===== src/rtl/serial_deserializer_pkg.sv =====
// rtl/serial_deserializer_pkg.sv - shared constants and state encoding for the serial deserializer
package serial_deserializer_pkg;

  localparam int W  = 8;
  localparam int CW = $clog2(W);

  typedef enum logic {
    SHIFT = 1'b0,
    FULL  = 1'b1
  } state_t;

endpackage


===== src/rtl/serial_deserializer_if.sv =====
// rtl/serial_deserializer_if.sv - serial-in / parallel-out handshake bundle
interface serial_deserializer_if #(
  parameter int W = serial_deserializer_pkg::W
);

  logic         in_bit;
  logic         in_valid;
  logic         in_ready;
  logic [W-1:0] out_data;
  logic         out_valid;
  logic         out_ready;

  modport slave (
    input  in_bit, in_valid, out_ready,
    output in_ready, out_data, out_valid
  );

  modport master (
    output in_bit, in_valid, out_ready,
    input  in_ready, out_data, out_valid
  );

endinterface


===== src/rtl/serial_deserializer_bit_counter.sv =====
// rtl/serial_deserializer_bit_counter.sv - bit counter with enable, sync clear and terminal count at W-1
module deser_bit_counter #(
  parameter int W  = serial_deserializer_pkg::W,
  parameter int CW = serial_deserializer_pkg::CW
) (
  input  logic clk,
  input  logic clr,
  input  logic en,
  output logic tc
);

  logic [CW-1:0] count;
  logic [CW-1:0] count_d;

  assign tc = (count == CW'(W - 1));

  // Wrap on the terminal count so W need not be a power of two.
  always_comb begin
    count_d = count;
    if (en) begin
      count_d = tc ? '0 : count + 1'b1;
    end
  end

  deser_dff #(.WIDTH(CW)) u_count (
    .clk   (clk),
    .reset (clr),
    .d     (count_d),
    .q     (count)
  );

endmodule


===== src/rtl/serial_deserializer_dff.sv =====
// rtl/serial_deserializer_dff.sv - D flip-flop cell with synchronous reset gated onto D
module deser_dff #(
  parameter int WIDTH = 1
) (
  input  logic             clk,
  input  logic             reset,
  input  logic [WIDTH-1:0] d,
  output logic [WIDTH-1:0] q
);

  logic [WIDTH-1:0] d_gated;

  assign d_gated = reset ? '0 : d;

  always_ff @(posedge clk) begin
    q <= d_gated;
  end

endmodule


===== src/rtl/serial_deserializer.sv =====
// rtl/serial_deserializer.sv - LSB-first serial to parallel word assembler with valid/ready output
module serial_deserializer
  import serial_deserializer_pkg::*;
#(
  parameter int W  = serial_deserializer_pkg::W,
  parameter int CW = serial_deserializer_pkg::CW
) (
  input  logic                    clk,
  input  logic                    reset,
  serial_deserializer_if.slave    bus
);

  state_t       state;
  state_t       state_next;
  logic         accept;
  logic         tc;
  logic [W-1:0] sreg;
  logic [W-1:0] sreg_d;

  // Bits are only taken while collecting; in FULL in_bit is ignored.
  assign accept = bus.in_valid && (state == SHIFT);

  always_ff @(posedge clk) begin
    if (reset) begin
      state <= SHIFT;
    end else begin
      state <= state_next;
    end
  end

  always_comb begin
    state_next = state;
    case (state)
      SHIFT:   if (accept && tc) state_next = FULL;
      FULL:    if (bus.out_ready) state_next = SHIFT;
      default: state_next = SHIFT;
    endcase
  end

  assign sreg_d = accept ? {bus.in_bit, sreg[W-1:1]} : sreg;

  deser_dff #(.WIDTH(W)) u_sreg (
    .clk   (clk),
    .reset (reset),
    .d     (sreg_d),
    .q     (sreg)
  );

  deser_bit_counter #(.W(W), .CW(CW)) u_bit_counter (
    .clk (clk),
    .clr (reset),
    .en  (accept),
    .tc  (tc)
  );

  assign bus.out_valid = (state == FULL);
  assign bus.in_ready  = (state != FULL);
  assign bus.out_data  = sreg;

endmodule


===== src/flat_wrapper.sv =====
// flat-port wrapper written by rule: the top's interface ports become plain ports
module serial_deserializer_flat import serial_deserializer_pkg::*;
#(
  parameter int W  = serial_deserializer_pkg::W,
  parameter int CW = serial_deserializer_pkg::CW
)
  (clk, reset, bus_in_bit, bus_in_valid, bus_out_ready, bus_in_ready, bus_out_data, bus_out_valid);
  serial_deserializer_if #(.W(W)) bus_i ();
  input  logic clk;
  input  logic reset;
  input wire logic [$bits(bus_i.in_bit)-1:0] bus_in_bit;
  input wire logic [$bits(bus_i.in_valid)-1:0] bus_in_valid;
  input wire logic [$bits(bus_i.out_ready)-1:0] bus_out_ready;
  output wire logic [$bits(bus_i.in_ready)-1:0] bus_in_ready;
  output wire logic [$bits(bus_i.out_data)-1:0] bus_out_data;
  output wire logic [$bits(bus_i.out_valid)-1:0] bus_out_valid;
  assign bus_i.in_bit = bus_in_bit;
  assign bus_i.in_valid = bus_in_valid;
  assign bus_i.out_ready = bus_out_ready;
  assign bus_in_ready = bus_i.in_ready;
  assign bus_out_data = bus_i.out_data;
  assign bus_out_valid = bus_i.out_valid;
  serial_deserializer #(.W(W), .CW(CW)) u_core (.clk(clk), .reset(reset), .bus(bus_i));
endmodule

===== config.mk =====
export PLATFORM = sky130hd
export DESIGN_NAME = serial_deserializer_flat
export DESIGN_NICKNAME = d
export VERILOG_FILES = /design/src/rtl/serial_deserializer_pkg.sv /design/src/rtl/serial_deserializer_if.sv /design/src/rtl/serial_deserializer_bit_counter.sv /design/src/rtl/serial_deserializer_dff.sv /design/src/rtl/serial_deserializer.sv /design/src/flat_wrapper.sv
export SDC_FILE = /design/constraint.sdc
export NUM_CORES = 1
export LEC_CHECK = 0
export CAP_MARGIN = 20
export CORE_AREA = 2 2 39 41
export DETAILED_ROUTE_END_ITERATION = 8
export DIE_AREA = 0 0 41 43
export PLACE_DENSITY = 0.67
export SETUP_SLACK_MARGIN = 0.5
export SLEW_MARGIN = 20
export SYNTH_ARGS = -nofsm -noshare
export SYNTH_HDL_FRONTEND = slang
export SYNTH_SLANG_ARGS = --single-unit

===== constraint.sdc =====
create_clock -name clk -period 2.4 [get_ports clk]
set_clock_uncertainty 0.2 [all_clocks]
set_input_delay 0.24 -clock clk [delete_from_list [all_inputs] [get_ports clk]]
set_output_delay 0.24 -clock clk [all_outputs]
set_load 0.01 [all_outputs]

; ---- Word-level counts from Yosys, hierarchy flattened
; Index checks and enable logic that the tools add are counted.
[totals]
register_bits = 12
inputBits = 5
output_inout_bits = 10
word_cells = 12
[classes]
addsub = 1
n_eq_ne = 1
mux = 4
n_bitwise = 1
reduce_logical = 2
[ops]
columns = operator, n
row1 = "adder 3 x 1 -> 3 bit, second input constant", 1
row2 = "== test 3 bit, second input constant", 1
row3 = 2-to-1 mux 3 bit, 1
row4 = logical AND 1 bit, 2
row5 = 2-to-1 mux 1 bit, 2
row6 = case mux 1 bit (2 select lines), 1
row7 = NOT 1 bit, 1

; ---- Longest topological paths before layout
[depth]
word_depth = 5
depth_mapped = 5
depth_no_buf = 5

; ---- Hierarchy
; A second synthesis with hierarchy kept.
[hier_totals]
cells_unflattened = 43
area_unflattened_um2 = 539.3
[by_module_without_submodules]
columns = mod, instances, cells_each, area_each_um2, seq_area_each_um2
row1 = deser_dff (u_core.u_sreg), 1, 16, 210.2, 160.2
row2 = serial_deserializer, 1, 15, 187.7, 20.0
row3 = deser_dff (u_core.u_bit_counter.u_count), 1, 6, 78.8, 60.1
row4 = deser_bit_counter, 1, 6, 62.6, 0.0

; ---- Worst setup path before layout
; Ideal clock, no wire load.
[synth_timing]
path_type = reg2reg
startpoint = register u_core.u_bit_counter.u_count.q[0]
endpoint = register u_core.u_bit_counter.u_count.q[1]
t_arrival_ps = 997
slack_ps = 1137
stages_incl_launch_ff = 5
path_buffers = 0
synth_period_minus_slack_ps = 1263
path_cell_list = dfxtp_1 -> ha_1 -> ha_1 -> nand3b_2 -> a21oi_2
[synth_via]
elab_chain_len = 2
[synth_rtl]
columns = element, line
row1 = from (decl), serial_deserializer_dff.sv:8  ; output logic [WIDTH-1:0] q
row2 = from (signal assigned), serial_deserializer_dff.sv:16  ; q <= d_gated;
row3 = adder 3 x 1 -> 3 bit or == test 3 bit (tied branches), "serial_deserializer_bit_counter.sv:21, serial_deserializer_bit_counter.sv:15"
row4 = 2-to-1 mux 3 bit (*), serial_deserializer_bit_counter.sv:21  ; count_d = tc ? '0 : count + 1'b1;
; Mark *: on every way between the ends. The rest lies on a longest branch, timed or not.
; A chain may end at the register's enable or synchronous reset.

; ---- Worst setup path in the final report
[layout_timing]
startpoint = register u_core.state, in the netlist u_core.bus.out_valid
endpoint = output bus_out_valid
[layout_lines]
columns = element, line
row1 = from (decl), serial_deserializer.sv:13  ; state_t state;
row2 = from (signal assigned), serial_deserializer.sv:27  ; state <= state_next;
row3 = to (decl), flat_wrapper.sv:16  ; output wire logic [$bits(bus_i.out_valid)-1:0] bus_out_valid;
; No word-level cell between the ends.

==> impl_results.md <==
* Core area at 0.00138 mm²
* Hold buffers post-CTS at 0
* RR Endpoint: u_core.u_bit_counter.u_count.q[1]
* Setup TNS at 0 ps
* TritonCTS clock tree: done
* ANT cells at 0
* Period minus WS final at 1670 ps
* Hold slack at 265 ps
* Residual DRC at 0
* CP max FO at 5
* RR Startpoint: u_core.u_bit_counter.u_count.q[0]
* Total die area at 0.00176 mm²
* Initial antenna violation count at 0
* Hold Path End: u_core.u_bit_counter.u_count.q[2]
* Worst Hold Class: register to register
* Tcrit/Tclk final at 0.697
* Num ports at 15
* Pleak at 0.000235 µW
* Number of buffers added on ports at 14
* Placed inst area at 638 µm²
* Via count at 398
* First-pass GRT wire length at 1400 µm
* Synthesized area per cell at 9.03 µm²
* Worst setup SP type: register
* Max-cap violations at 0
* DIE WIDTH at 41 µm
* Nets at 79
* Sequential-to-total area share from yosys stat at 0.475
* NetSw at 77.0 µW
* #FFs+latches synth at 12
* Arr. time, crit path at 1230 ps
* Vias per Instance at 4.63
* Total iterations of the first detailed-routing run at 3
* Crit path max-delay cell type: clkdlybuf4s50_1
* Clock power frac at 0.323
* Fin. Hold Viols at 0
* CP required at 1960 ps
* Starting Density at 0.365
* Rows at 14
* Hold path cells at 2
* Mapped Nets at 63
* Routed Wire Length at 847 µm
* Crit path max-delay family: buffers and inverters
* Gpl congestion at 0.621
* Setup violators final at 0
* R2R Setup Slk at 1050 ps
* Final HPWL DP at 616 µm
* Clk sinks at 12
* Postcts setup bufs at 0
* Total gr overflow at 0
* Mapped Cells at 56
* CP Capture Type: output pin
* Status: complete, no violations
* Critical Path Max Stage Delay at 570 ps
* Root Driver: clkbuf_4
* Post-Place Worst Slack at 745 ps
* Antenna Nets Post-Route at 0
* CTS buffer count at 3
* Tot GR Track Use at 0.118
* Kind of critical path: register to output pin
* Largest net degree at the start of global routing at 13
* Cell variety after synth at 15
* CP Buf/Inv Count at 1
* Total power at 355 µW
* P_int at 278 µW
* Synth area leader: dfxtp_1
* Yosys top cell area share at 0.475
* Relative slew slack at 0.629
* Min-delay src: u_core.u_bit_counter.u_count.q[2]
* Number of warnings issued by yosys at 0
* Clock Latency Late Sink at 260 ps
* Tightest Pin Transition at 555 ps
* Switching Share at 0.217
* Final worst slack at 726 ps
* Synth top area cells: dfxtp_1 48%, nand2_1 14%, a21oi_2 10%
* H-tree depth at 1
* CTS clk-pin slew, worst paths at 70 ps
* Share of layout cells above drive strength 1 at 0.157
* Comb power frac at 0.093
* Cells resized by post-CTS repair at 0
* Die Y at 43 µm
* Synthesis-to-layout area growth at 30.7%
* RSZ-0062 raised after global routing: no
* Cell area power density at 537 mW/mm²
* Worst reg-to-reg path cell count at 4
* CP Cell Sequence: clkdlybuf4s50_1
* Slew Limit Fails at 0
* Mapped cell area at 505 µm²
* Longest Clk Path Bufs at 2
* Routed wire per std cell at 9.85 µm
* Initial DRC count at 2
* Max Fclk at 597 MHz
* Number of global-route vias before repair at 349
* Peak VDD IR at 0.273 mV
* Finished Cell Area at 661 µm²
* Share of power burned in registers at 0.584
routing by layer:
| layer | up-vias | track usage | routed length, µm |
|---|---|---|---|
| met4 | 0 | 0.0600 | 0 |
| li1 | 210 | - | - |
| met1 | 177 | 0.147 | 393 |
| met3 | 0 | 0.0366 | 56 |
| met2 | 11 | 0.175 | 397 |
| met5 | - | 0 | 0 |
metrics by stage:
stage | instances | util
after floorplan | 56 | -
after global placement | 83 | 0.461
after detailed placement | 83 | 0.461
after CTS | 86 | 0.477
after global routing | 86 | 0.477
final | 86 | 0.477
worst register-to-register path, cell delays in order (launching register included):
cell	delay (ps)
dfxtp_1	330
ha_1	200
ha_1	210
nand3b_2	210
a21oi_2	130
power groups by stage:
| stage | clock [µW] | combinational (µW) | sequential [µW] |
|---|---|---|---|
| after global routing | 135 | 37.3 | 208 |
| final | 115 | 32.9 | 207 |
| after floorplan | 0 | 22.3 | 212 |
| after detailed placement | 0 | 33.1 | 212 |
| after global placement | 0 | 32.8 | 212 |
| after CTS | 121 | 33.5 | 207 |
cells by family (layout without fill, tap and decap cells):
kind of cell | Yosys count | in the layout | synth area share
AO/OA/AOI/OAI | 11 | 11 | 0.156
multiplexers | 1 | 1 | 0.0198
buffers and inverters | 4 | 18 | 0.0619
AND/OR/NAND/NOR | 26 | 26 | 0.238
flip-flops | 12 | 12 | 0.475
adder cells (fa/ha/maj) | 2 | 2 | 0.0495
state kept, by name, summed over array words and instances, names as in the netlist:
register	cells
u_core.u_sreg.q	8
u_core.u_bit_counter.u_count.q	3
u_core.bus.out_valid	1
cell usage after synthesis:
library cell / n
nor2_1: 3
nand2b_1: 1
a21oi_2: 6
a31oi_1: 1
nand3b_2: 1
nand2_1: 19
nor2b_4: 1
dfxtp_1: 12
ha_1: 2
mux2i_1: 1
buf_6: 2
inv_1: 1
nor2b_1: 1
a21oi_1: 4
buf_2: 1
cell usage in the layout (no fill, tap or decap):
cell | netlist | routed
inv_1 | 1 | 1
mux2i_1 | 1 | 1
nand2_1 | 19 | 19
clkdlybuf4s50_1 | 0 | 14
clkbuf_4 | 0 | 3
a21oi_2 | 6 | 6
dfxtp_1 | 12 | 12
nand3b_2 | 1 | 1
ha_1 | 2 | 2
nor2b_1 | 1 | 1
nand2b_1 | 1 | 1
a31oi_1 | 1 | 1
nor2b_4 | 1 | 1
nor2_1 | 3 | 3
a21oi_1 | 4 | 4
worst max-delay path by stage:
stage	startpoint	to	cells after the start
after CTS	u_core.bus.out_valid	bus_out_valid	1
after global routing	u_core.bus.out_valid	bus_out_valid	1
after global placement	bus_in_valid	u_core.u_bit_counter.u_count.q[0]	4
after floorplan	u_core.u_bit_counter.u_count.q[0]	u_core.u_bit_counter.u_count.q[1]	4
after detailed placement	bus_in_valid	u_core.u_bit_counter.u_count.q[0]	4
final	u_core.bus.out_valid	bus_out_valid	1
cell type report:
type / instances / area [µm²]
Multi-Input combinational cell: 40 / 234
Tap cell: 16 / 20.0
Fill cell: 134 / 723
Sequential cell: 12 / 240
Clock buffer: 3 / 22.5
Timing Repair Buffer: 14 / 140
Inverter: 1 / 3.75
(Power assumes the default switching activity.)
